--- config.mk ---
export PLATFORM = sky130hd
export DESIGN_NAME = digit_sequencer
export DESIGN_NICKNAME = d
export VERILOG_FILES = /design/src/rtl/digit_sequencer.sv
export SDC_FILE = /design/constraint.sdc
export NUM_CORES = 1
export LEC_CHECK = 0
export BUFFER_PORTS_ARGS = -buffer_cell sky130_fd_sc_hd__buf_2
export CELL_PAD_IN_SITES_DETAIL_PLACEMENT = 1
export CELL_PAD_IN_SITES_GLOBAL_PLACEMENT = 2
export CORE_MARGIN = 1
export CORE_UTILIZATION = 40
export CTS_CLUSTER_DIAMETER = 30
export DETAILED_ROUTE_END_ITERATION = 12
export PLACE_DENSITY_LB_ADDON = 0.1
export SYNTH_ARGS = -nofsm -noshare
export SYNTH_HDL_FRONTEND = slang
export SYNTH_SLANG_ARGS = --single-unit
--- constraint.sdc ---
create_clock -name clk -period 3 [get_ports clk]
set_clock_uncertainty 0.1 [all_clocks]
set_input_delay 0.3 -clock clk [delete_from_list [all_inputs] [get_ports clk]]
set_output_delay 0.3 -clock clk [all_outputs]
set_load 0.1 [all_outputs]
--- src/rtl/digit_sequencer.sv ---
// Plays a buffered sequence of 4-bit digit codes into the 7-segment decoder, with a blanking gap after each code.
// Latency: all outputs are registered, and playback starts one cycle after run is seen with a non-empty buffer.
// Backpressure: writes are accepted only in IDLE when the buffer is not full; a rejected write pulses wr_err one cycle later.
//
// Ports:
//   clk, rst_n        - system clock and asynchronous active-low reset
//   clear             - synchronous flush of buffer and playback; highest priority
//   wr_en, wr_data    - append one code (0..10) to the message buffer
//   run, loop         - level controls: play while run is high; loop restarts at entry 0
//   code, blank       - code driven to the decoder and segment-blank qualifier
//   busy, done        - busy in SHOW/GAP; done pulses when a non-looping pass completes
//   wr_err            - one-cycle pulse for a rejected write
//   count             - number of valid buffer entries
module digit_sequencer #(
    parameter int DEPTH        = 8,
    parameter int DWELL_CYCLES = 1000,
    parameter int GAP_CYCLES   = 250
) (
    input  logic                       clk,
    input  logic                       rst_n,
    input  logic                       clear,
    input  logic                       wr_en,
    input  logic [3:0]                 wr_data,
    input  logic                       run,
    input  logic                       loop,
    output logic [3:0]                 code,
    output logic                       blank,
    output logic                       busy,
    output logic                       done,
    output logic                       wr_err,
    output logic [$clog2(DEPTH):0]     count
);

    localparam int IW   = $clog2(DEPTH);
    localparam int CW   = IW + 1;
    localparam int MAXC = (DWELL_CYCLES > GAP_CYCLES) ? DWELL_CYCLES : GAP_CYCLES;
    localparam int TW   = $clog2(MAXC) + 1;

    localparam logic [TW-1:0] DWELL_LD = TW'(DWELL_CYCLES);
    localparam logic [TW-1:0] GAP_LD   = TW'(GAP_CYCLES);
    localparam logic [TW-1:0] T_ONE    = TW'(1);
    localparam logic [CW-1:0] FULL     = CW'(DEPTH);
    localparam logic [3:0]    MAX_CODE = 4'd10;

    typedef enum logic [1:0] {
        IDLE = 2'd0,
        SHOW = 2'd1,
        GAP  = 2'd2
    } state_t;

    // Message buffer. Contents are don't-care after reset; only entries
    // below count are ever read.
    logic [3:0] mem [DEPTH];

    state_t        state,     state_nxt;
    logic [IW-1:0] index,     index_nxt;
    logic [TW-1:0] timer,     timer_nxt;
    logic [3:0]    code_nxt;
    logic          blank_nxt;
    logic          busy_nxt;
    logic          done_nxt;
    logic          wr_err_nxt;
    logic [CW-1:0] count_nxt;
    logic          wr_acc;

    logic          wr_ok;
    logic          last_entry;
    logic [IW-1:0] index_inc;

    // A write is legal only while idle, with room left, and carrying a
    // code the decoder knows.
    assign wr_ok      = (state == IDLE) && (count < FULL) && (wr_data <= MAX_CODE);
    assign index_inc  = index + 1'b1;
    assign last_entry = ({1'b0, index} == (count - 1'b1));

    // ------------------------------------------------------------------
    // State and output registers
    // ------------------------------------------------------------------
    always_ff @(posedge clk or negedge rst_n) begin
        if (!rst_n) begin
            state  <= IDLE;
            index  <= '0;
            timer  <= '0;
            code   <= 4'd0;
            blank  <= 1'b1;
            busy   <= 1'b0;
            done   <= 1'b0;
            wr_err <= 1'b0;
            count  <= '0;
        end else begin
            state  <= state_nxt;
            index  <= index_nxt;
            timer  <= timer_nxt;
            code   <= code_nxt;
            blank  <= blank_nxt;
            busy   <= busy_nxt;
            done   <= done_nxt;
            wr_err <= wr_err_nxt;
            count  <= count_nxt;
        end
    end

    // Buffer storage has no reset; the slot at the current count is the
    // append position.
    always_ff @(posedge clk) begin
        if (wr_acc) begin
            mem[count[IW-1:0]] <= wr_data;
        end
    end

    // ------------------------------------------------------------------
    // Next-state and output logic
    // ------------------------------------------------------------------
    always_comb begin
        state_nxt  = state;
        index_nxt  = index;
        timer_nxt  = timer;
        code_nxt   = code;
        done_nxt   = 1'b0;
        wr_err_nxt = 1'b0;
        count_nxt  = count;
        wr_acc     = 1'b0;

        if (clear) begin
            // Flush wins over everything: any same-cycle write or run is
            // dropped silently, and the timer is zeroed so a later start
            // always gets a full dwell.
            state_nxt = IDLE;
            index_nxt = '0;
            timer_nxt = '0;
            count_nxt = '0;
        end else begin
            if (wr_en) begin
                if (wr_ok) begin
                    wr_acc    = 1'b1;
                    count_nxt = count + 1'b1;
                end else begin
                    wr_err_nxt = 1'b1;
                end
            end

            case (state)
                IDLE: begin
                    // Uses the pre-write count, so a write into an empty
                    // buffer with run held starts playback one cycle later.
                    if (run && (count != '0)) begin
                        state_nxt = SHOW;
                        index_nxt = '0;
                        timer_nxt = DWELL_LD;
                        code_nxt  = mem[0];
                    end
                end

                SHOW: begin
                    if (!run) begin
                        state_nxt = IDLE;
                        index_nxt = '0;
                        timer_nxt = '0;
                    end else if (timer == T_ONE) begin
                        state_nxt = GAP;
                        timer_nxt = GAP_LD;
                    end else begin
                        timer_nxt = timer - 1'b1;
                    end
                end

                GAP: begin
                    if (!run) begin
                        state_nxt = IDLE;
                        index_nxt = '0;
                        timer_nxt = '0;
                    end else if (timer == T_ONE) begin
                        // End of a code slot: advance, wrap, or finish.
                        // loop only matters at this instant.
                        if (!last_entry) begin
                            state_nxt = SHOW;
                            index_nxt = index_inc;
                            timer_nxt = DWELL_LD;
                            code_nxt  = mem[index_inc];
                        end else if (loop) begin
                            state_nxt = SHOW;
                            index_nxt = '0;
                            timer_nxt = DWELL_LD;
                            code_nxt  = mem[0];
                        end else begin
                            state_nxt = IDLE;
                            index_nxt = '0;
                            timer_nxt = '0;
                            done_nxt  = 1'b1;
                        end
                    end else begin
                        timer_nxt = timer - 1'b1;
                    end
                end

                default: begin
                    state_nxt = IDLE;
                    index_nxt = '0;
                    timer_nxt = '0;
                end
            endcase
        end

        // Segments are lit only while a code is being shown.
        blank_nxt = (state_nxt != SHOW);
        busy_nxt  = (state_nxt != IDLE);
    end

endmodule

### Yosys cells after proc, flatten, opt, wreduce, memory -nomap -nowiden

Memory sizes are Yosys's and may differ from the RTL's.
Cells that the tools add are included.

| storage, ports and cells | value |
|---|---|
| input port bits | 10 |
| flip-flop bits (word level) | 28 |
| memories | 1 |
| bits in latches | 0 |
| logic and storage cells | 89 |
| bits in read-only memories | 0 |
| bits in writable memories | 32 |

| cells by class | value |
|---|---|
| magnitude comparators | 2 |
| multiply operators | 0 |
| shifts and indexed selects | 0 |
| add/sub/neg operators | 4 |
| div/mod/pow operators | 0 |
| equal/unequal tests | 12 |
| bitwise logic cells | 1 |
| muxes and demuxes | 48 |
| reductions and logical operators | 12 |

Memory list:

| memory | words | bits a word | read ports | clocked after memory_dff | wr ports | RTL line | text |
|---|---|---|---|---|---|---|---|
| mem | 8 | 4 | 2 | 0 | 1 | 53 | `logic [3:0] mem [DEPTH];` |

Operator list:

| kind | number |
|---|---|
| $mux W11 | 6 |
| $pmux W11 S3 | 1 |
| $mux W4 | 8 |
| $mux W10 | 2 |
| $mux W3 | 6 |
| $mux W1 | 16 |
| $mux W2 | 6 |
| $eq A11 B1 Y1 const B | 1 |
| $sub A11 B1 Y11 const B | 1 |
| $pmux W3 S3 | 1 |
| $pmux W4 S2 | 1 |
| $reduce_bool A2 Y1 | 4 |
| $ne A3 B3 Y1 const B | 2 |
| $pmux W2 S3 | 1 |
| $reduce_and A6 Y1 | 1 |
| $add A4 B1 Y4 const B | 1 |
| $eq A3 B4 Y1 | 1 |
| $le A4 B4 Y1 const B | 1 |
| $lt A4 B4 Y1 const B | 1 |
| $ne A2 B1 Y1 const B | 2 |
| $ne A2 B2 Y1 const B | 2 |
| $ne A4 B4 Y1 const B | 1 |
| $reduce_bool A4 Y1 | 1 |
| $sub A4 B1 Y4 const B | 1 |
| other kinds (9) | 11 |

### Logic depth before layout (Yosys ltp)

Gate-level depths: netlist of run 1.

| depth | value |
|---|---|
| depth in word-level cells | 8 |
| depth in mapped cells | 9 |

### Least setup slack after synthesis of run 1

OpenSTA, ideal clock, no wires.

| timing path | value |
|---|---|
| kind | register to register |
| start point | register count[0] |
| end point | register code[0] |
| required time | 2.772 ns |
| clock period less this slack | 3.229 ns |
| stages on the path, launching flop included | 8 |
| arrival time | 3.001 ns |
| setup slack | -0.229 ns |
| path through | dfrtp_1 -> inv_1 -> ha_1 -> xnor2_1 -> and3b_2 -> o31ai_2 -> mux2_2 -> mux2_1 |

| between the ends | value |
|---|---|
| longest elaborated chain between the ends | 6 |
| elaborated cells on any way between the ends | 11 |
| those cells by class | 1 x add/sub; 3 x eq/ne; 4 x mux; 3 x reduce/logical |

RTL lines:

| element | RTL line | text |
|---|---|---|
| start: declaration | 31 | `output logic [$clog2(DEPTH):0] count` |
| start signal: assignment | 99 | `count <= count_nxt;` |
| $sub A4 B1 Y4 | 74 | `assign last_entry = ({1'b0, index} == (count - 1'b1));` |
| $eq A3 B4 Y1 | 74 |  |
| $mux W4 | 175 | `if (!last_entry) begin` |
| $mux W4 | 172 | `end else if (timer == T_ONE) begin` |
| $mux W4 | 168 | `if (!run) begin` |
| $pmux W4 S2 | 142 | `case (state)` |
| end signal: assignment | 94 | `code <= code_nxt;` |
| end: declaration | 26 | `output logic [3:0] code,` |

Several ways; a longest one is shown, not always the timed one. The select of a mux whose other input is x is not followed.
A chain may end at the register's enable or synchronous reset.

### Worst setup path after layout of run 1

| timing path | value |
|---|---|
| start point | register timer[1] |
| end point | register busy |

| between the ends | value |
|---|---|
| longest elaborated chain between the ends | 6 |
| elaborated cells on any way between the ends | 8 |
| those cells by class | 1 x eq/ne; 6 x mux; 1 x reduce/logical |

RTL lines:

| element | RTL line | text |
|---|---|---|
| start: declaration | 57 | `logic [TW-1:0] timer, timer_nxt;` |
| start signal: assignment | 93 | `timer <= timer_nxt;` |
| $eq A11 B1 Y1 * | 159, 172 |  |
| $mux W2 (on tied branches) | 172, 159 |  |
| $mux W2 (on tied branches) | 168, 155 |  |
| $pmux W2 S3 * | 142 |  |
| $mux W2 * | 124 | `if (clear) begin` |
| $reduce_bool A2 Y1 * | 206 | `busy_nxt = (state_nxt != IDLE);` |
| net busy_nxt | 60 | `logic busy_nxt;` |
| end signal: assignment | 96 | `busy <= busy_nxt;` |
| end: declaration | 28 | `output logic busy,` |

Mark *: on every way through the listed nets, which the timed path passes. The rest lies on a longest branch.

==> results of run 1 <==
[path summary, 6_finish.rpt]
check | start | endpoint
worst min-delay path | wr_en | count[1]
min in group asynchronous | rst_n | code[2]
worst max register to register | timer[1] | busy
worst min register to register | code[2] | code[2]
max in group asynchronous | rst_n | count[0]
worst max-delay path | timer[1] | busy
[synthesized netlist by cell type, types with 3 or more instances]
| cell type | instances | area (µm²) |
|---|---|---|
| a21o_1 | 3 | 22.5 |
| a21oi_1 | 9 | 45.0 |
| and3_1 | 3 | 18.8 |
| clkbuf_1 | 3 | 11.3 |
| clkbuf_8 | 4 | 55.1 |
| dfrtp_1 | 27 | 676 |
| edfxtp_1 | 32 | 961 |
| ha_1 | 5 | 62.6 |
| inv_1 | 11 | 41.3 |
| mux2_1 | 4 | 45.0 |
| mux2_2 | 8 | 90.1 |
| mux4_2 | 8 | 180 |
| nand2_1 | 16 | 60.1 |
| nand2b_1 | 3 | 18.8 |
| nand3_1 | 8 | 40.0 |
| nor2_1 | 21 | 78.8 |
| nor2b_1 | 5 | 31.3 |
| nor3_1 | 5 | 25.0 |
| nor4_1 | 5 | 31.3 |
| o21ai_0 | 15 | 75.1 |
| o21bai_1 | 3 | 22.5 |
| o22ai_1 | 3 | 18.8 |
| o31ai_1 | 3 | 22.5 |
| or2_2 | 3 | 18.8 |
| xnor2_1 | 4 | 35.0 |
[power by group through the flow]
stage	logic (mW)	registers (mW)	clock network (mW)
floorplan	0.242	1.20	0
global placement	0.585	0.977	0
detailed placement	0.585	0.980	0
CTS	0.588	0.962	0.732
global route	0.626	0.970	0.766
finish	0.588	0.962	0.712
[sequential cells by signal, indices dropped and copies added (netlist names)]
signal / count
count: 4
index: 3
done: 1
code: 4
state: 2
wr_err: 1
busy: 1
blank: 1
timer: 11
mem: 32
[critical path, delay by kind of cell, from the launching register on]
family,cells,cell delay [ns]
AND/OR/NAND/NOR,2,0.91
AO/OA/AOI/OAI,3,0.78
flip-flops,1,0.41
adder cells (fa/ha/maj),1,0.13
buffers and inverters,1,0.09
[through the flow]
step / worst slack, ns / power (mW) / utilization (%)
after global placement: 0.528 / 1.56 / 44.1
after detailed placement: 0.499 / 1.56 / 44.1
after floorplan: 0.118 / 1.44 / -
after CTS: 0.473 / 2.28 / 46.7
after global routing: 0.302 / 2.36 / 46.7
final: 0.453 / 2.26 / 46.7
[area by class of cell]
class,instances,area [µm²],area share [%]
multi-input cells,185,1440,39.6
clock buffers,9,124,3.40
well taps,102,128,3.50
inverters,11,41.3,1.13
flip-flops and latches,60,1670,45.7
repair buffers,30,175,4.81
clock inverters,7,67.6,1.86
[routing by layer]
metal	up-vias	track usage, %
met5	-	0
met2	54	28.5
li1	1076	-
met3	8	4.23
met4	0	5.99
met1	1182	32.2
[kinds of logic after synthesis]
logic type	Yosys count	share of synthesized area, %
AND/OR/NAND/NOR	88	15.1
AO/OA/AOI/OAI	64	15.4
flip-flops	60	51.2
buffers and inverters	23	4.39
multiplexers	22	10.3
XOR/XNOR	6	1.62
adder cells (fa/ha/maj)	5	1.93
==> impl_metrics.json, run 1 <==
{
  "status": "complete, no violations",
  "min_delay_path_depth": 3,
  "grt_max_degree": 29,
  "finalSetupTns_ns": 0,
  "yosysWarnings": 0,
  "grt_usage_pct": 20.7,
  "grt_antenna_before_repair": 0,
  "vias": 2320,
  "p_int_mw": 1.45,
  "cts_buffers": 9,
  "crit_required_ns": 3.11,
  "die_h_um": 92.1,
  "io_pins": 22,
  "synth_flop_cell": "edfxtp_1",
  "maxSlewHeadroom_pct": 53.7,
  "syn_to_final_growth_pct": 12.2,
  "viasPerCell": 5.74,
  "setup_viol": 0,
  "seqPwrFrac_pct": 42.5,
  "antenna_left": 0,
  "fin_cells": 404,
  "powerDensity_nw_per_um2": 621,
  "postCtsHoldBufs": 1,
  "dieArea_um2": 8480,
  "crit_chain": "inv_1, ha_1, or4b_1, nor3_4, o2111ai_2, a31oi_2, o21ai_1",
  "seq_area_frac_synth_pct": 51.2,
  "pwr-share-clk_pct": 31.5,
  "start_util_pct": 41.6,
  "finalHoldViolCount": 0,
  "critical_path_class": "reg2reg",
  "synth_enable_flop_cells": 32,
  "r2r_setup_slack_ns": 0.45,
  "wire_per_inst_um": 19.5,
  "syn_inst": 268,
  "wl_met3_um": 282,
  "fmax_mhz": 393,
  "dpl.hpwl_mm": 5.70,
  "swShare_pct": 36.1,
  "hp-class": "in2reg",
  "layout_common_cells": "32 x edfxtp_1, 25 x dfrtp_1, 21 x nor2_1, 21 x buf_2, 16 x nand2_1",
  "die_w_um": 92.1,
  "endpoint_kind": "flip-flop",
  "syn_nets": 283,
  "path_clk_slew_ns": 0.07,
  "place_area_um2": 3440,
  "p_comb_share_pct": 26.0,
  "avgSynthCellArea_um2": 12.1,
  "met1_length_mm": 4.20,
  "post-route-min-period_ns": 2.55,
  "reg2reg_depth": 7,
  "async_flop_share_pct": 46.7,
  "top_layer": "met4",
  "final_nets": 312,
  "drc_errors": 0,
  "cts.repair.resized": 0,
  "finalInstanceArea_um2": 3640,
  "drive_above_1_share_pct": 28.5,
  "grt_pass1_wl_mm": 13.1,
  "clk_latency_ns": 0.33,
  "whs_ns": 0.153,
  "first_pass_iters": 5,
  "postCtsSetupRepairBufs": 0,
  "max-clock-path-buffers": 2,
  "h-tree-depth": 3,
  "crit_path_max_fanout": 7,
  "p_switching_mw": 0.817,
  "slowest_stage": "or4b_1",
  "drv_cap": 0,
  "post-place-cells": 387,
  "gp_congestion": 0.871,
  "totalWireLength_mm": 7.89,
  "tritoncts": "built",
  "diodes": 0,
  "synth.distinct_cells": 69,
  "cts-root-buf": "clkbuf_8",
  "io_buffers": 21,
  "syn_area_um2": 3250,
  "drtIter0Drc": 162,
  "max-vdd-ir-drop_v": 0.000243,
  "grt_pass1_vias": 2351,
  "gr-total-overflow": 0,
  "cp-start-kind": "flip-flop",
  "core_area_um2": 7810,
  "rsz0062_at_grt": "false",
  "fill_cells": 855,
  "worst_pin_slew_ns": 0.694,
  "layout_commonest_cell": "edfxtp_1",
  "ys_seq_elements": 60,
  "cts.sink_count": 60,
  "p_leak_nw": 1.40,
  "min_period_over_period_pct": 84.9,
  "critPathArrivalTime_ns": 2.65,
  "slew_violations": 0,
  "critPathMaxStageDelay_ns": 0.58,
  "num_rows": 32,
  "met2_length_mm": 3.32
}
No activity file was read; power rests on OpenSTA's default activity.
==> run 2: changes to the inputs <==
CORE_UTILIZATION = 37   (was 40)
clock period = 2.1 ns   (was 3 ns; I/O delays follow)
==> run 2 against run 1 <==
Compared with the run above: the run now ends with setup timing left; clock power rose by 67%; non-clock buffer count grew 66; combinational power up 100%; via count grew 12%; total power increased by 65%; sequential power increased by 41%; hold slack got worse by 0.11 ns; register-to-register slack lost 0.59 ns; first-iteration DRC count shrank 22%; routed wire length grew 21%.
==> impl_metrics.json, run 2 (synthesized netlist as in run 1, its figures left out) <==
{
  "cpLargestDelayFamily": "multiplexers",
  "swShare_pct": 35.2,
  "powerDensity_nw_per_um2": 820,
  "critical_path_class": "reg2reg",
  "critPathArrivalTime_ns": 2.37,
  "diodes": 0,
  "drtIter0Drc": 127,
  "place_area_um2": 3980,
  "min_delay_path_depth": 3,
  "path_clk_slew_ns": 0.07,
  "die_h_um": 95.7,
  "vias": 2597,
  "post-route-min-period_ns": 2.24,
  "syn_to_final_growth_pct": 40.3,
  "pwr-share-clk_pct": 31.8,
  "final_nets": 378,
  "io_buffers": 21,
  "fmax_mhz": 447,
  "dpl.hpwl_mm": 6.58,
  "start_util_pct": 38.9,
  "grt_pass1_vias": 2694,
  "grt_usage_pct": 22.4,
  "clk_latency_ns": 0.35,
  "gr-total-overflow": 0,
  "min_period_over_period_pct": 107,
  "p_switching_mw": 1.32,
  "viasPerCell": 5.49,
  "first_pass_iters": 5,
  "worst_pin_slew_ns": 0.696,
  "crit_path_max_fanout": 5,
  "max-clock-path-buffers": 2,
  "endpoint_kind": "flip-flop",
  "critPathMaxStageDelay_ns": 0.49,
  "antenna_left": 0,
  "cp-start-kind": "flip-flop",
  "setup_ws_ns": -0.137,
  "layout_common_cells": "67 x buf_4, 32 x edfxtp_1, 23 x dfrtp_1, 21 x buf_2, 19 x nor2_1",
  "multiInputGateArea_um2": 1780,
  "layout_commonest_cell": "buf_4",
  "finalHoldViolCount": 0,
  "grt_max_degree": 29,
  "die_w_um": 95.7,
  "regArea_um2": 1680,
  "dieArea_um2": 9150,
  "maxSlewHeadroom_pct": 53.6,
  "largest_register_ffs": 32,
  "p_leak_nw": 1.84,
  "io_pins": 22,
  "gp_congestion": 0.853,
  "grt_pass1_wl_mm": 14.6,
  "p_comb_share_pct": 31.7,
  "totalWireLength_mm": 9.52,
  "slowest_stage": "dfrtp_4",
  "violations": "setup timing",
  "status": "finished, violations left",
  "num_rows": 33,
  "drv_cap": 0,
  "whs_ns": 0.0429,
  "crit_chain": "inv_4, ha_4, xnor2_4, o31ai_4, o31ai_4, buf_12, mux2_4, mux2_4",
  "setup_viol": 22,
  "grt_antenna_before_repair": 0,
  "tritoncts": "built",
  "p_int_mw": 2.42,
  "path_buf_inv": 2,
  "wire_per_inst_um": 20.1,
  "cts-root-buf": "clkbuf_8",
  "reg2reg_depth": 8,
  "crit_cells": 8,
  "cts_buffers": 9,
  "rsz0062_at_grt": "true",
  "slew_violations": 0,
  "crit_required_ns": 2.23,
  "fill_cells": 879,
  "core_area_um2": 8340,
  "drive_above_1_share_pct": 51.4,
  "finalInstanceArea_um2": 4560,
  "h-tree-depth": 3,
  "drc_errors": 0,
  "max-vdd-ir-drop_v": 0.000385,
  "cts.sink_count": 60,
  "seqPwrFrac_pct": 36.5,
  "hp-class": "in2reg"
}
-- run 2: area by class of cell --
| type | instances | area share, % |
|---|---|---|
| Clock inverter | 7 | 2.17 |
| Clock buffer | 9 | 2.72 |
| Sequential cell | 60 | 36.8 |
| Multi-Input combinational cell | 185 | 39.0 |
| Tap cell | 105 | 2.88 |
| Timing Repair Buffer | 96 | 15.5 |
| Inverter | 11 | 1.02 |
-- run 2: what timing repair did --
action	in CTS	in global routing
setup endpoints to repair	26	27
hold buffers	1	0
setup buffers	7	4
gates resized for setup	37	14
pin swaps	18	12
hold endpoints to repair	27	0
-- run 2: tightest hold or removal path, cell delays in order --
cell     delay [ns]
buf_2          0.12
nand3_1        0.07
a21oi_1        0.06
-- run 2: per-layer routing --
| metal | up-vias | GRT usage [%] | part of all wire (%) |
|---|---|---|---|
| li1 | 1211 | - | - |
| met1 | 1312 | 32.1 | 47 |
| met2 | 57 | 33.3 | 47 |
| met3 | 17 | 4.55 | 3.8 |
| met4 | 0 | 8.33 | 2.1 |
| met5 | - | 0 | 0 |
-- run 2: power by group through the flow --
stage | combinational [mW] | clock [mW] | sequential [mW]
6_report | 1.19 | 1.19 | 1.36
5_1_grt | 1.25 | 1.26 | 1.37
4_1_cts | 1.15 | 1.20 | 1.36
3_5_place_dp | 1.06 | 0 | 1.39
3_3_place_gp | 1.05 | 0 | 1.38
2_1_floorplan | 0.403 | 0 | 1.72
-- run 2: final timing paths --
check                      startpoint   endpoint  slack [ns]
min                             wr_en   count[1]        0.04
max reg2reg                  count[0]    code[1]       -0.14
max                          count[0]    code[1]       -0.14
max in group asynchronous       rst_n   count[2]        1.03
min in group asynchronous       rst_n  timer[10]        0.34
min reg2reg                   code[2]    code[2]        0.41
-- run 2: metrics by stage --
step	power (mW)	cells	worst slack, ns	utilization, %	setup TNS [ns]
after floorplan	2.12	268	-0.325	-	-4.69
after global placement	2.43	447	-0.238	47.7	-4.50
after detailed placement	2.44	447	-0.312	47.7	-5.38
after CTS	3.72	471	-0.179	53.5	-2.21
after global routing	3.89	473	-0.188	54.6	-3.35
final	3.74	473	-0.137	54.6	-1.72
==> run 3: changes to the inputs <==
ABC_AREA = 1   (was not set)
CORE_UTILIZATION = 34   (was 37)
==> run 3 against run 2 <==
Compared with the run above: hold slack worse by 0.028 ns; utilization is 10 points lower; largest cell class is now flip-flops and latches; sequential power hardly changed; count of clock-buffer cells in the layout stayed put; total power is 16% lower; highest routed layer unchanged; area after synthesis is 2.9% lower; clock power is 20% lower; fmax is 12% higher; via count is 0.19% lower; final cell count is 11% higher; the run now ends clean.
==> impl_metrics.json, run 3 <==
{
  "post-place-cells": 505,
  "antenna_left": 0,
  "finalSetupTns_ns": 0,
  "cpLargestDelayFamily": "simple AND/OR/NAND/NOR gates",
  "die_h_um": 98.3,
  "yosysMostFrequentCell": "nand2_1",
  "synth_top_family_by_area": "simple AND/OR/NAND/NOR gates",
  "min_period_over_period_pct": 94.9,
  "slew_violations": 0,
  "slowest_stage": "dfrtp_4",
  "hp-class": "in2reg",
  "final_nets": 429,
  "path_buf_inv": 2,
  "num_rows": 34,
  "fin_cells": 527,
  "fmax_mhz": 502,
  "yosysWarnings": 0,
  "grt_usage_pct": 19.0,
  "crit_chain": "inv_6, ha_4, nand2_1, inv_1, nor2_2, nand3_2, nor2_4, nand3_4, nand2_4, nand2_4, nand2_1, nand2_1, nand2_1, nand2_1",
  "clk_latency_ns": 0.34,
  "vias": 2592,
  "muxShareOfSynthArea_pct": 0,
  "synth_fa_ha_area_share_pct": 1.98,
  "critical_path_class": "reg2reg",
  "drtIter0Drc": 109,
  "crit_required_ns": 2.24,
  "synth.distinct_cells": 35,
  "synth_flop_cell": "edfxtp_1",
  "layout_common_cells": "78 x nand2_1, 38 x nor2_1, 32 x edfxtp_1, 32 x buf_4",
  "yosys.area_share.simple_pct": 28.2,
  "critPathMaxStageDelay_ns": 0.52,
  "p_switching_mw": 1.19,
  "layout_commonest_cell": "nand2_1",
  "syn_area_um2": 3150,
  "io_pins": 22,
  "max-clock-path-buffers": 2,
  "path_clk_slew_ns": 0.08,
  "syn_to_final_growth_pct": 24.0,
  "whs_ns": 0.0147,
  "ys_top_cells_by_area": "edfxtp_1 30%, dfrtp_1 21%, nand2_1 10%",
  "diodes": 0,
  "start_util_pct": 35.6,
  "tritoncts": "built",
  "avgSynthCellArea_um2": 8.91,
  "syn_nets": 369,
  "cp-start-kind": "flip-flop",
  "crit_path_max_fanout": 6,
  "swShare_pct": 37.8,
  "wire_per_inst_um": 15.9,
  "drc_errors": 0,
  "grt_max_degree": 29,
  "place_area_um2": 3580,
  "gp_congestion": 0.769,
  "ys_seq_elements": 60,
  "endpoint_kind": "flip-flop",
  "synth_xor_area_share_pct": 1.67,
  "powerDensity_nw_per_um2": 804,
  "finalHoldViolCount": 0,
  "synthTopCellsByCount": "85 x nand2_1, 41 x nor2_1, 32 x edfxtp_1",
  "cpMostUsedCell": "nand2_1",
  "drv_cap": 0,
  "synth_enable_flop_cells": 32,
  "cts-root-buf": "clkbuf_8",
  "drive_above_1_share_pct": 30.8,
  "h-tree-depth": 3,
  "max-vdd-ir-drop_v": 0.000405,
  "grt_antenna_before_repair": 0,
  "seqPwrFrac_pct": 43.3,
  "p_comb_share_pct": 26.4,
  "cts_buffers": 9,
  "dieArea_um2": 9660,
  "largest_register_ffs": 32,
  "post-route-min-period_ns": 1.99,
  "synth-compound-area-share_pct": 9.48,
  "setup_viol": 0,
  "totalWireLength_mm": 8.40,
  "cts.sink_count": 60,
  "fill_cells": 1055,
  "core_area_um2": 8850,
  "viasPerCell": 4.92,
  "gr-total-overflow": 0,
  "seq_area_frac_synth_pct": 52.7,
  "rsz0062_at_grt": "true",
  "worst_pin_slew_ns": 0.778,
  "p_int_mw": 1.96,
  "dpl.hpwl_mm": 6.18,
  "async_flop_share_pct": 46.7,
  "p_leak_nw": 1.70,
  "finalInstanceArea_um2": 3910,
  "maxSlewHeadroom_pct": 48.1,
  "synth_top_area_cell": "edfxtp_1",
  "grt_pass1_wl_mm": 13.9,
  "first_pass_iters": 6,
  "syn_inst": 354,
  "io_buffers": 21,
  "pwr-share-clk_pct": 30.3,
  "status": "complete, no violations",
  "synth_top_area_share_pct": 30.5,
  "die_w_um": 98.3,
  "grt_pass1_vias": 2698,
  "critPathArrivalTime_ns": 2.13
}
run 3: cell count changes after synthesis, moves of 5 or more:
cell,before,now
inv_1,11,31
inv_2,0,8
mux2_2,8,0
mux4_2,8,0
nand2_1,16,85
nand2_2,0,9
nand3_1,8,19
nor2_1,21,41
nor2_4,0,6
nor2b_1,5,0
o21ai_0,15,30
run 3: area by class of cell:
class	count	area, µm²	share of cell area [%]
Tap cell	108	135	3.46
Clock inverter	7	51.3	1.31
Timing Repair inverter	1	5.00	0.128
Multi-Input combinational cell	248	1400	35.9
Clock buffer	9	124	3.17
Timing Repair Buffer	54	355	9.09
Sequential cell	60	1670	42.8
Inverter	40	164	4.19
run 3: worst reg2reg max path: cells and delay by family (launching register included):
family	cells	cell delay, ns
DFF	1	0.52
adders and majority gates	1	0.20
and+or+nand+nor	11	0.93
buffers and inverters	2	0.13
run 3: logic make-up after synthesis:
family,Yosys count
adders and majority gates,5
buffers and inverters,46
xor gates and xnor gates,6
and+or+nand+nor,184
DFF,60
AOI/OAI and AO/OA,53
run 3: power by group through the flow:
stage          Combinational, mW  Sequential (mW)  Clock, mW
6_report                   0.829             1.36      0.953
5_1_grt                    0.898             1.37       1.03
4_1_cts                    0.802             1.36      0.981
3_5_place_dp               0.797             1.39          0
3_3_place_gp               0.792             1.38          0
2_1_floorplan              0.315             1.67          0
run 3: final timing paths:
kind,slack (ns),to,depth (start not counted),from
hold reg to reg,0.39,code[1],2,code[1]
hold / removal,0.01,wr_err,3,wr_en
min in group asynchronous,0.37,count[1],2,rst_n
setup / recovery,0.11,timer[5],14,count[0]
setup reg to reg,0.11,timer[5],14,count[0]
max in group asynchronous,0.94,count[0],2,rst_n
run 3: per-stage QoR:
stage | util (%) | power [mW] | setup WS, ns
5_1_grt | 44.2 | 3.30 | -0.0160
3_3_place_gp | 40.5 | 2.18 | -0.0991
2_1_floorplan | - | 1.99 | 0.00521
6_report | 44.2 | 3.14 | 0.107
3_5_place_dp | 40.5 | 2.18 | -0.0953
4_1_cts | 42.6 | 3.14 | 0.0397
run 3: repair_timing:
action,CTS,global route
setup endpoints to repair,0,18
hold buffers,1,0
hold endpoints to repair,27,0
gates resized for setup,0,26
setup buffers,0,4
run 3: metal layers:
metal  GRT usage [%]  routed length (µm)  up-vias
li1                -                   -     1287
met1            26.4                4210     1243
met2            30.1                3760       52
met3            3.29                 327       10
met4            6.54                 110        0
met5               0                   0        -
